[config.mk]
export PLATFORM = sky130hd
export DESIGN_NAME = mem_arbiter
export DESIGN_NICKNAME = d
export VERILOG_FILES = /design/src/rtl/mem_arbiter.sv
export SDC_FILE = /design/constraint.sdc
export NUM_CORES = 1
export LEC_CHECK = 0
export ABC_AREA = 1
export ABC_CLOCK_PERIOD_IN_PS = 8310
export BUFFER_PORTS_ARGS = -buffer_cell sky130_fd_sc_hd__buf_2
export CAP_MARGIN = 30
export CORE_MARGIN = 2
export CORE_UTILIZATION = 54
export CTS_BUF_LIST = sky130_fd_sc_hd__clkbuf_2
export DETAILED_ROUTE_END_ITERATION = 8
export PLACE_DENSITY = 0.82
export SYNTH_ARGS = -nofsm -noshare
export SYNTH_HDL_FRONTEND = slang
export SYNTH_SLANG_ARGS = --single-unit
[constraint.sdc]
create_clock -name clock -period 8.31 [get_ports clock]
set_input_delay 1.2465 -clock clock [delete_from_list [all_inputs] [get_ports clock]]
set_output_delay 1.2465 -clock clock [all_outputs]
set_load 0.1 [all_outputs]
[src/rtl/mem_arbiter.sv]
// mem_arbiter: single-port memory arbiter for an icache, a dcache and a dirty
// writeback FIFO. One command per cycle. The grant is combinational from the
// current requests and the registered state. A command counts as issued only
// when memory returns a nonzero transaction tag in the same cycle.

package mem_arbiter_pkg;

    typedef logic [31:0] ADDR;
    typedef logic [63:0] MEM_BLOCK;
    typedef logic [3:0]  MEM_TAG;

    typedef enum logic [1:0] {
        MEM_NONE  = 2'h0,
        MEM_LOAD  = 2'h1,
        MEM_STORE = 2'h2
    } MEM_COMMAND;

    typedef struct packed {
        logic valid;
        ADDR  addr;
    } I_ADDR_PACKET;

endpackage

module mem_arbiter
    import mem_arbiter_pkg::*;
#(
    parameter int WB_DEPTH     = 2,
    parameter int STARVE_LIMIT = 4
) (
    input  logic         clock,
    input  logic         reset,

    input  I_ADDR_PACKET icache_req_addr,
    output logic         icache_req_accepted,

    input  I_ADDR_PACKET dcache_req_addr,
    output logic         dcache_req_accepted,

    input  logic         dcache_write_valid,
    input  I_ADDR_PACKET dcache_write_addr,
    input  MEM_BLOCK     dcache_write_data,
    output logic         wb_full,
    output logic         wb_overflow,

    output MEM_COMMAND   proc2mem_command,
    output ADDR          proc2mem_addr,
    output MEM_BLOCK     proc2mem_data,
    input  MEM_TAG       mem2proc_transaction_tag
);

    localparam int PTR_W = $clog2(WB_DEPTH);
    localparam int CNT_W = PTR_W + 1;
    localparam int STV_W = $clog2(STARVE_LIMIT + 1);

    localparam logic [CNT_W-1:0] CNT_FULL  = CNT_W'(WB_DEPTH);
    localparam logic [STV_W-1:0] STV_LIMIT = STV_W'(STARVE_LIMIT);

    // Block-aligned addresses: the low three bits select a byte within the block.
    localparam ADDR BLK_MASK = ~ADDR'(7);

    localparam logic [0:0] S_NORMAL = 1'b0;
    localparam logic [0:0] S_DRAIN  = 1'b1;

    // Registered state
    logic [0:0]          state_q,        state_d;
    logic [PTR_W-1:0]    head_q,         head_d;
    logic [PTR_W-1:0]    tail_q,         tail_d;
    logic [CNT_W-1:0]    count_q,        count_d;
    logic [STV_W-1:0]    starve_cnt_q,   starve_cnt_d;
    logic                overflow_q,     overflow_d;
    logic [WB_DEPTH-1:0] entry_valid_q,  entry_valid_d;

    // Writeback storage (address already block-aligned when written)
    ADDR      wb_addr_mem [WB_DEPTH];
    MEM_BLOCK wb_data_mem [WB_DEPTH];

    logic raw_hazard;
    logic grant_icache;
    logic grant_dcache;
    logic grant_store;
    logic tag_ok;
    logic pop;
    logic push_en;

    // The write packet carries its own valid bit, which duplicates
    // dcache_write_valid; only the strobe is used to push.
    logic unused_wr_pkt_valid;
    assign unused_wr_pkt_valid = dcache_write_addr.valid;

    assign tag_ok = (mem2proc_transaction_tag != '0);

    // RAW hazard: dcache read to a block that still sits in the writeback buffer.
    // Only entries already buffered are compared. An entry pushed this cycle
    // becomes visible to the check from the next cycle.
    // NOTE: every signal assigned in an always_comb gets a default at the top.
    // A path that leaves a signal unassigned would infer a latch.
    always_comb begin
        raw_hazard = 1'b0;
        for (int i = 0; i < WB_DEPTH; i++) begin
            if (entry_valid_q[i] &&
                (((wb_addr_mem[i] ^ dcache_req_addr.addr) & BLK_MASK) == '0)) begin
                raw_hazard = 1'b1;
            end
        end
        raw_hazard = raw_hazard & dcache_req_addr.valid;
    end

    // Arbitration. DRAIN issues only head stores. NORMAL priority is:
    // forced icache read, then a non-hazard dcache read, then an icache read,
    // then a store.
    always_comb begin
        grant_icache = 1'b0;
        grant_dcache = 1'b0;
        grant_store  = 1'b0;
        if (state_q == S_DRAIN) begin
            grant_store = (count_q != '0);
        end else if (icache_req_addr.valid && (starve_cnt_q == STV_LIMIT)) begin
            grant_icache = 1'b1;
        end else if (dcache_req_addr.valid && !raw_hazard) begin
            grant_dcache = 1'b1;
        end else if (icache_req_addr.valid) begin
            grant_icache = 1'b1;
        end else if (count_q != '0) begin
            grant_store = 1'b1;
        end
    end

    // Memory command outputs. These are forced idle while reset is high, so an
    // asserted reset silences the port without waiting for a clock edge.
    always_comb begin
        proc2mem_command    = MEM_NONE;
        proc2mem_addr       = '0;
        proc2mem_data       = '0;
        icache_req_accepted = 1'b0;
        dcache_req_accepted = 1'b0;
        pop                 = 1'b0;
        if (!reset) begin
            if (grant_store) begin
                proc2mem_command = MEM_STORE;
                proc2mem_addr    = wb_addr_mem[head_q];
                proc2mem_data    = wb_data_mem[head_q];
                pop              = tag_ok;
            end else if (grant_dcache) begin
                proc2mem_command    = MEM_LOAD;
                proc2mem_addr       = dcache_req_addr.addr & BLK_MASK;
                dcache_req_accepted = tag_ok;
            end else if (grant_icache) begin
                proc2mem_command    = MEM_LOAD;
                proc2mem_addr       = icache_req_addr.addr & BLK_MASK;
                icache_req_accepted = tag_ok;
            end
        end
    end

    // Writeback FIFO bookkeeping. Pop is applied first, so a push at full
    // succeeds when the head store is accepted in the same cycle.
    always_comb begin
        head_d        = head_q;
        tail_d        = tail_q;
        count_d       = count_q;
        entry_valid_d = entry_valid_q;
        overflow_d    = overflow_q;
        push_en       = 1'b0;

        if (pop) begin
            entry_valid_d[head_q] = 1'b0;
            head_d                = head_q + PTR_W'(1);
        end

        if (dcache_write_valid) begin
            if ((count_q != CNT_FULL) || pop) begin
                push_en               = 1'b1;
                entry_valid_d[tail_q] = 1'b1;
                tail_d                = tail_q + PTR_W'(1);
            end else begin
                overflow_d = 1'b1;
            end
        end

        case ({push_en, pop})
            2'b10:   count_d = count_q + CNT_W'(1);
            2'b01:   count_d = count_q - CNT_W'(1);
            default: count_d = count_q;
        endcase
    end

    // Starvation counter. It counts consecutive cycles in which a valid icache
    // request is not accepted, and saturates at the forcing threshold.
    always_comb begin
        starve_cnt_d = '0;
        if (icache_req_addr.valid && !icache_req_accepted) begin
            starve_cnt_d = (starve_cnt_q == STV_LIMIT) ? starve_cnt_q
                                                       : starve_cnt_q + STV_W'(1);
        end
    end

    // FSM next state. Decisions use the post-update count, so a buffer that
    // fills this cycle enters DRAIN immediately. A hazard whose entry is popped
    // this cycle does not cost an extra drain cycle.
    always_comb begin
        state_d = state_q;
        if (state_q == S_NORMAL) begin
            if ((count_d == CNT_FULL) || (raw_hazard && (count_d != '0))) begin
                state_d = S_DRAIN;
            end
        end else begin
            if (count_d == '0) begin
                state_d = S_NORMAL;
            end
        end
    end

    assign wb_full     = (count_q == CNT_FULL);
    assign wb_overflow = overflow_q;

    // Control state registers with asynchronous reset.
    // NOTE: sequential state uses non-blocking assignments only. Every flop
    // then samples pre-edge values, whatever order the blocks run in.
    always_ff @(posedge clock or posedge reset) begin
        if (reset) begin
            state_q       <= S_NORMAL;
            head_q        <= '0;
            tail_q        <= '0;
            count_q       <= '0;
            starve_cnt_q  <= '0;
            overflow_q    <= 1'b0;
            entry_valid_q <= '0;
        end else begin
            state_q       <= state_d;
            head_q        <= head_d;
            tail_q        <= tail_d;
            count_q       <= count_d;
            starve_cnt_q  <= starve_cnt_d;
            overflow_q    <= overflow_d;
            entry_valid_q <= entry_valid_d;
        end
    end

    // Writeback payload storage, written at the tail on an accepted push.
    // NOTE: the payload arrays are deliberately not reset. Occupancy is tracked
    // by count and the entry valid bits, which are reset, so stale payload is
    // never observed.
    always_ff @(posedge clock) begin
        if (push_en) begin
            wb_addr_mem[tail_q] <= dcache_write_addr.addr & BLK_MASK;
            wb_data_mem[tail_q] <= dcache_write_data;
        end
    end

endmodule

==> reports/qor.csv, run 1 <==
metric,value,unit
status,"complete, no violations",
ctsHoldBuffers,0,
cts_resized,0,
fillers,1379,
crit_top_cell,nand2_1,
grt_util_all_layers,0.246,
clock_skew,36.2,ps
cts_tree,built,
crit_path_top_delay_cell,inv_2,
synth_area_leaders,"edfxtp_1 (59%), nand2_1 (11%), a21oi_2 (3.1%), a21oi_1 (2.9%), dfrtp_1 (2.9%)",
antenna_found_initial,7,
synth-async-reset-ratio,0.0558,
sequentialPowerShare,0.331,
worst_pin_slew,870,ps
crit_chain,buf_2 -> inv_2 -> nand2_1 -> nand2_1 -> clkinv_1 -> nand2_1 -> nor2_1 -> nand2_1 -> nor2_2 -> nand2_2 -> nand3_2 -> nand3_2 -> nand2_4 -> inv_4 -> nor2_4 -> inv_2 -> buf_4 -> a21oi_2 -> buf_2,
hpwl,15900,microns
crit_required,7060,ps
die_area,18700,sq um
synth_cell_type_count,40,
synthToLayoutAreaGrowth,17.2,%
route.detailed.drc,0,
synthesis.area,9520,sq um
hold_viol_final,0,
synthFlopType,edfxtp_1,
path_clk_slew,260,ps
drtPass1Iterations,4,
ys_seq_area_frac,0.615,
start_util,0.551,
htreeDepth,4,
ant_nets,0,
num_vias,7356,
cts-root-buf,clkbuf_2,
cts-buffers-inserted,17,
synth.most_common_cell,nand2_1,
rsz0062_at_grt,no,
slew_violations,0,
leakage,0.00481,uW
ir_drop,0.259,mV
cts_buffer_depth,2,
post-route-period-util,0.672,
crit_fanout,58,
setup_tns,0,ps
die_y,137,microns
clock_latency,740,ps
synth_top_area_cell,edfxtp_1,
max_cap_viol_count,0,
internal_power,1950,uW
finalNetCount,1335,
switching_power,2540,uW
grt_max_degree,64,
synth_commonest_cells,"nand2_1 (275), edfxtp_1 (186), inv_1 (72), nor2_1 (69), a21oi_1 (55)",
ioPinCount,272,
drive_gt1_frac,0.334,
cp_top_family,buffers and inverters,
grt_pass1_vias,7059,
setup_viol,0,
seq_area,5860,sq um
synth-edff-count,186,
maxSlewHeadroom,0.419,
rows,48,
ys_warn_count,0,
grt_overflow,0,
clockPowerShare,0.108,
ys_ff_latch,197,
routed_wl,22800,microns
path_class,in2out,
cts.sinks,197,
hp-class,reg2reg,
drtIter0Drc,387,
p_sw_frac,0.566,
reg2regPathDepth,12,
path_depth,19,
crit_path_max_incr_delay,580,ps
cellPowerDensity,403,nW/um^2
vias_per_cell,5.24,
critPathCaptureType,output pin,
max_freq,0.179,GHz
multiInputGateArea,3050,sq um
worstPathArrival,4340,ps
min_period,5580,ps
hold_ws,528,ps
cp_num_buf_inv,7,
grt_pass1_wl,34700,microns
routedWlPerCell,16.3,microns
yosysTopAreaCellShare,0.586,
whs_path_depth,1,
syn-instance-count,921,
place_congestion,0.910,
core_area,17300,sq um
postCtsSetupRepairBufs,0,
portBuffers,258,
die_w,137,microns
combinationalPowerShare,0.562,
start_kind,primary input,
synth.avg_cell_area,10.3,sq um
registers in the layout, summed over array words and instances, names as in the netlist:
name / flops
tail_q: 1
head_q: 1
count_q: 2
starve_cnt_q: 3
entry_valid_q: 2
state_q: 1
wb_overflow: 1
wb_addr_mem: 58
wb_data_mem: 128
worst paths after layout:
path | start | end | slack (ps)
min in group asynchronous | reset | entry_valid_q[0]$_DFF_PP0_ | 940
max reg2reg | wb_addr_mem[1][18]$_DFFE_PP_ | wb_data_mem[0][9]$_DFFE_PP_ | 5210
min | wb_overflow$_DFFE_PP0P_ | wb_overflow$_DFFE_PP0P_ | 530
max | dcache_req_addr[22] | proc2mem_data[53] | 2730
min reg2reg | wb_overflow$_DFFE_PP0P_ | wb_overflow$_DFFE_PP0P_ | 530
max in group asynchronous | reset | head_q$_DFFE_PP0N_ | 6890
final cells by class:
cell class,instances,area share
repair buffers,265,0.120
multi-input cells,588,0.273
flip-flops and latches,197,0.526
clock inverters,13,0.0149
inverters,94,0.0318
diodes,4,0.000897
well taps,225,0.0252
clock buffers,18,0.00807
worst reg2reg max path, stage by stage, from the launching register on:
cell and delay, ps:
edfxtp_1 510, xnor2_1 270, nand2_1 80, nor2_1 100
nand2_1 50, nor2_1 130, nand2_2 120, nand4_4 110
nand4_2 200, nand2_1 190, nand2_1 170, nor2_4 190
buf_4 580
cell families after synthesis:
| logic type | Yosys count | synth area share |
|---|---|---|
| compound gates | 165 | 0.119 |
| simple gates | 400 | 0.179 |
| xor+xnor | 18 | 0.0166 |
| other cells | 1 | 0.000394 |
| buf+inv | 138 | 0.0671 |
| flops | 197 | 0.615 |
| fa+ha+maj | 2 | 0.00263 |
per-stage QoR:
stage | utilization | setup WS, ps | cells | power, uW | instance area [sq um]
5_1_grt | 0.645 | 2410 | 1401 | 4720 | 11200
2_1_floorplan | - | 1570 | 923 | 3660 | 9530
3_5_place_dp | 0.630 | 2690 | 1369 | 4040 | 10900
6_report | 0.645 | 2730 | 1404 | 4500 | 11200
4_1_cts | 0.645 | 2690 | 1400 | 4520 | 11100
3_3_place_gp | 0.630 | 2670 | 1369 | 4010 | 10900
power groups by stage:
stage	registers [uW]	clock network, uW	logic, uW
floorplan	1480	0	2180
global placement	1500	0	2510
detailed placement	1510	0	2530
CTS	1490	497	2540
global route	1510	527	2680
finish	1490	485	2530
routing by layer:
metal,part of all wire,vias to the layer above,global-route usage
met1,0.38,3392,0.284
li1,-,3590,-
met4,0.018,8,0.0836
met2,0.50,329,0.419
met3,0.11,37,0.0970
met5,0.0022,-,0
placed cells by master (no fill, tap or decap), types with 17 or more instances in the layout:
cell type  Yosys  layout
edfxtp_1     186     186
o21ai_0       28      28
a21oi_1       55      55
buf_2          2     258
inv_1         72      71
nor2_1        69      67
clkbuf_2       0      18
a211oi_2      17      17
nand2_1      275     275
a21oi_2       34      34
inv_2         16      17
Note: power is estimated with default switching activity, not from simulation.
==> run 2: changes to the inputs <==
--- a/config.mk
+++ b/config.mk
@@ -5,12 +5,12 @@
 export SDC_FILE = /design/constraint.sdc
 export NUM_CORES = 1
 export LEC_CHECK = 0
-export ABC_AREA = 1
-export ABC_CLOCK_PERIOD_IN_PS = 8310
+export ABC_AREA = 0
+export ABC_CLOCK_PERIOD_IN_PS = 5800
 export BUFFER_PORTS_ARGS = -buffer_cell sky130_fd_sc_hd__buf_2
 export CAP_MARGIN = 30
 export CORE_MARGIN = 2
-export CORE_UTILIZATION = 54
+export CORE_UTILIZATION = 53
 export CTS_BUF_LIST = sky130_fd_sc_hd__clkbuf_2
 export DETAILED_ROUTE_END_ITERATION = 8
 export PLACE_DENSITY = 0.82
==> constraint.sdc (replaced) <==
create_clock -name clock -period 5.8 [get_ports clock]
set_input_delay 0.87 -clock clock [delete_from_list [all_inputs] [get_ports clock]]
set_output_delay 0.87 -clock clock [all_outputs]
set_load 0.1 [all_outputs]
==> reports/qor.csv, run 2 <==
metric,value,unit,change
finalPower,5770,uW,+28%
hold_ws,280,ps,-248 ps
htreeDepth,4,,unchanged
ctsHoldBuffers,0,,unchanged
postCtsSetupRepairBufs,0,,unchanged
hold_viol_final,0,,unchanged
die_area,17700,sq um,-5.3%
cts-buffers-inserted,17,,unchanged
cts_buffer_depth,2,,unchanged
rows,47,,-2.1%
worst_pin_slew,1010,ps,+135 ps
place_congestion,0.868,,-4.7%
grt_pass1_wl,29900,microns,-14%
die_y,133,microns,-2.7%
start_kind,flip-flop,,
clockPowerShare,0.115,,+0.007
synth.most_common_cell,edfxtp_1,,
hp-class,in2reg,,
ys_warn_count,0,,unchanged
core_area,16500,sq um,-4.8%
grt_util_all_layers,0.221,,-0.0247
combinationalPowerShare,0.507,,-0.055
cts-root-buf,clkbuf_2,,
routed_wl,19700,microns,-14%
r2r-start,wb_addr_mem[1][27]$_DFFE_PP_,,
synthToLayoutAreaGrowth,20.2,%,
routedWlPerCell,18.0,microns,+11%
muxShareOfSynthArea,0.113,,+0.113
grt_overflow,0,,unchanged
die_w,133,microns,-2.7%
cellPowerDensity,543,nW/um^2,+35%
path_clk_slew,300,ps,+40 ps
drtPass1Iterations,9,,+5
fillers,1265,,-8.3%
min_from,dcache_write_addr[31],,
crit_fanout,21,,-64%
portBuffers,258,,unchanged
final_cell_mix,"buf_2 (258), edfxtp_1 (186), nor2_1 (104)",,
ir_drop,0.362,mV,+40%
internal_power,2840,uW,+45%
layout_commonest_cell,buf_2,,
ioPinCount,272,,unchanged
synth_cell_type_count,42,,+5.0%
clock_skew,42.4,ps,+6.24 ps
ys_seq_area_frac,0.663,,+0.0481
cts_tree,built,,
route.detailed.drc,0,,unchanged
p_sw_frac,0.508,,-0.0572
status,"complete, no violations",,
cts_resized,0,,unchanged
crit_required,4930,ps,-2130 ps
maxSlewHeadroom,0.330,,-0.0888
clock_latency,750,ps,about the same
yosys.area_share.simple,0.0700,,-0.109
synthesis.area,8830,sq um,-7.3%
antenna_found_initial,4,,-3
setup_viol,0,,unchanged
sequentialPowerShare,0.378,,+0.047
vias_per_cell,5.41,,+3.3%
drive_gt1_frac,0.400,,+0.0664
startpoint,wb_addr_mem[1][27]$_DFFE_PP_,,
grt_pass1_vias,5803,,-18%
synth.avg_cell_area,14.6,sq um,+41%
reg2regPathDepth,7,,-5
setup_tns,0,ps,unchanged
synth-async-reset-ratio,0.0558,,unchanged
rsz0062_at_grt,no,,
synth-edff-count,186,,unchanged
worstPathArrival,4070,ps,-270 ps
grt_max_degree,66,,+3.1%
syn-instance-count,604,,-34%
start_util,0.536,,-0.0142
cts.sinks,197,,unchanged
whs_path_depth,1,,unchanged
finalNetCount,1029,,-23%
num_vias,5914,,-20%
synth-compound-area-share,0.0606,,-0.0588
synth_commonest_cells,"edfxtp_1 (186), nor2_1 (104), mux2i_1 (66), xnor2_1 (52), mux2_2 (30)",,
largest_register,wb_data_mem,,
max_cap_viol_count,0,,unchanged
post-route-period-util,0.852,,
ant_nets,0,,unchanged
max_freq,0.202,GHz,
largest_reg_flops,128,,unchanged
synth_top_family_by_area,multiplexers,,
hpwl,13600,microns,-15%
synth_top_area_cell,edfxtp_1,,
synth-xor-area-share,0.0605,,+0.0439
synthFlopType,edfxtp_1,,
leakage,0.00431,uW,-10%
critPathCaptureType,output pin,,
slew_violations,0,,unchanged
switching_power,2930,uW,+15%
synth_area_leaders,"edfxtp_1 (63%), mux2i_1 (7.5%), xnor2_1 (5.2%), nor2_1 (4.4%), mux2_2 (3.8%)",,
stdcell_area,10600,sq um,-4.9%
synth_fa_ha_area_frac,0.00283,,+0.000205
utilization,0.645,,about the same
placed_cell_area,10400,sq um,-4.9%
path_class,reg2out,,
min_period,4940,ps,
drtIter0Drc,390,,+0.78%
yosysTopAreaCellShare,0.632,,+0.0459
ys_ff_latch,197,,unchanged
reg_top3,"wb_data_mem x128, wb_addr_mem x58, starve_cnt_q x3",,
## run 2: cell count changes in the layout (fill, tap and decap cells not counted), moves of 22 or more
cell / delta
nor2_1: +37
a21oi_2: -34
nand2_1: -267
o21ai_0: -22
a21oi_1: -50
xnor2_1: +38
a222oi_1: +29
mux2_2: +30
inv_1: -61
mux2i_1: +66
## run 2: per-stage QoR
step / setup slack, ps / std cells
2_1_floorplan: -1100 / 606
3_3_place_gp: 1120 / 1058
3_5_place_dp: 1190 / 1058
4_1_cts: 865 / 1090
5_1_grt: 490 / 1093
6_report: 856 / 1093
## run 2: final timing paths
check / endpoint / slack (ps)
max reg2reg: wb_data_mem[1][24]$_DFFE_PP_ / 2330
min: wb_addr_mem[0][28]$_DFFE_PP_ / 280
min in group asynchronous: starve_cnt_q[0]$_DFFE_PP0P_ / 400
max: proc2mem_addr[15] / 860
max in group asynchronous: head_q$_DFFE_PP0N_ / 5150
min reg2reg: tail_q$_DFFE_PP0P_ / 510
## run 2: layer usage
metal | routed length (microns) | GRT usage | vias to the layer above
met5 | 11 | 0 | -
met1 | 8030 | 0.270 | 2862
met2 | 9710 | 0.373 | 238
met3 | 1640 | 0.0776 | 21
li1 | - | - | 2791
met4 | 312 | 0.0674 | 2
## run 2: worst max-delay path, cell delays in order (launching register included)
cell and delay, ps:
edfxtp_1 480, xnor2_1 280, nand4_1 130, a2111oi_0 390, and4_1 540, o31a_1 400, buf_4 360, a222oi_1 160
nor2_1 100, buf_2 470
## run 2: kinds of logic (layout without fill, tap and decap cells)
group | Yosys count | count (layout)
XOR/XNOR | 61 | 61
AND/OR/NAND/NOR | 143 | 143
other | 1 | 6
adder cells (fa/ha/maj) | 2 | 2
buffers and inverters | 46 | 310
multiplexers | 96 | 96
AO/OA/AOI/OAI | 58 | 58
flip-flops | 197 | 197
## run 2: power groups by stage
stage | clock network [uW] | registers [uW] | logic (uW)
2_1_floorplan | 0 | 2140 | 2530
3_3_place_gp | 0 | 2200 | 2910
3_5_place_dp | 0 | 2220 | 2940
4_1_cts | 687 | 2180 | 2940
5_1_grt | 732 | 2220 | 3080
6_report | 665 | 2180 | 2930
## run 2: cell type report
class,count,area (sq um),area share
diodes,3,7.51,0.000707
clock buffers,18,90.1,0.00849
clock inverters,14,165,0.0156
inverters,11,45.0,0.00424
multi-input cells,363,2800,0.264
flip-flops and latches,197,5860,0.552
well taps,220,275,0.0259
repair buffers,267,1370,0.129
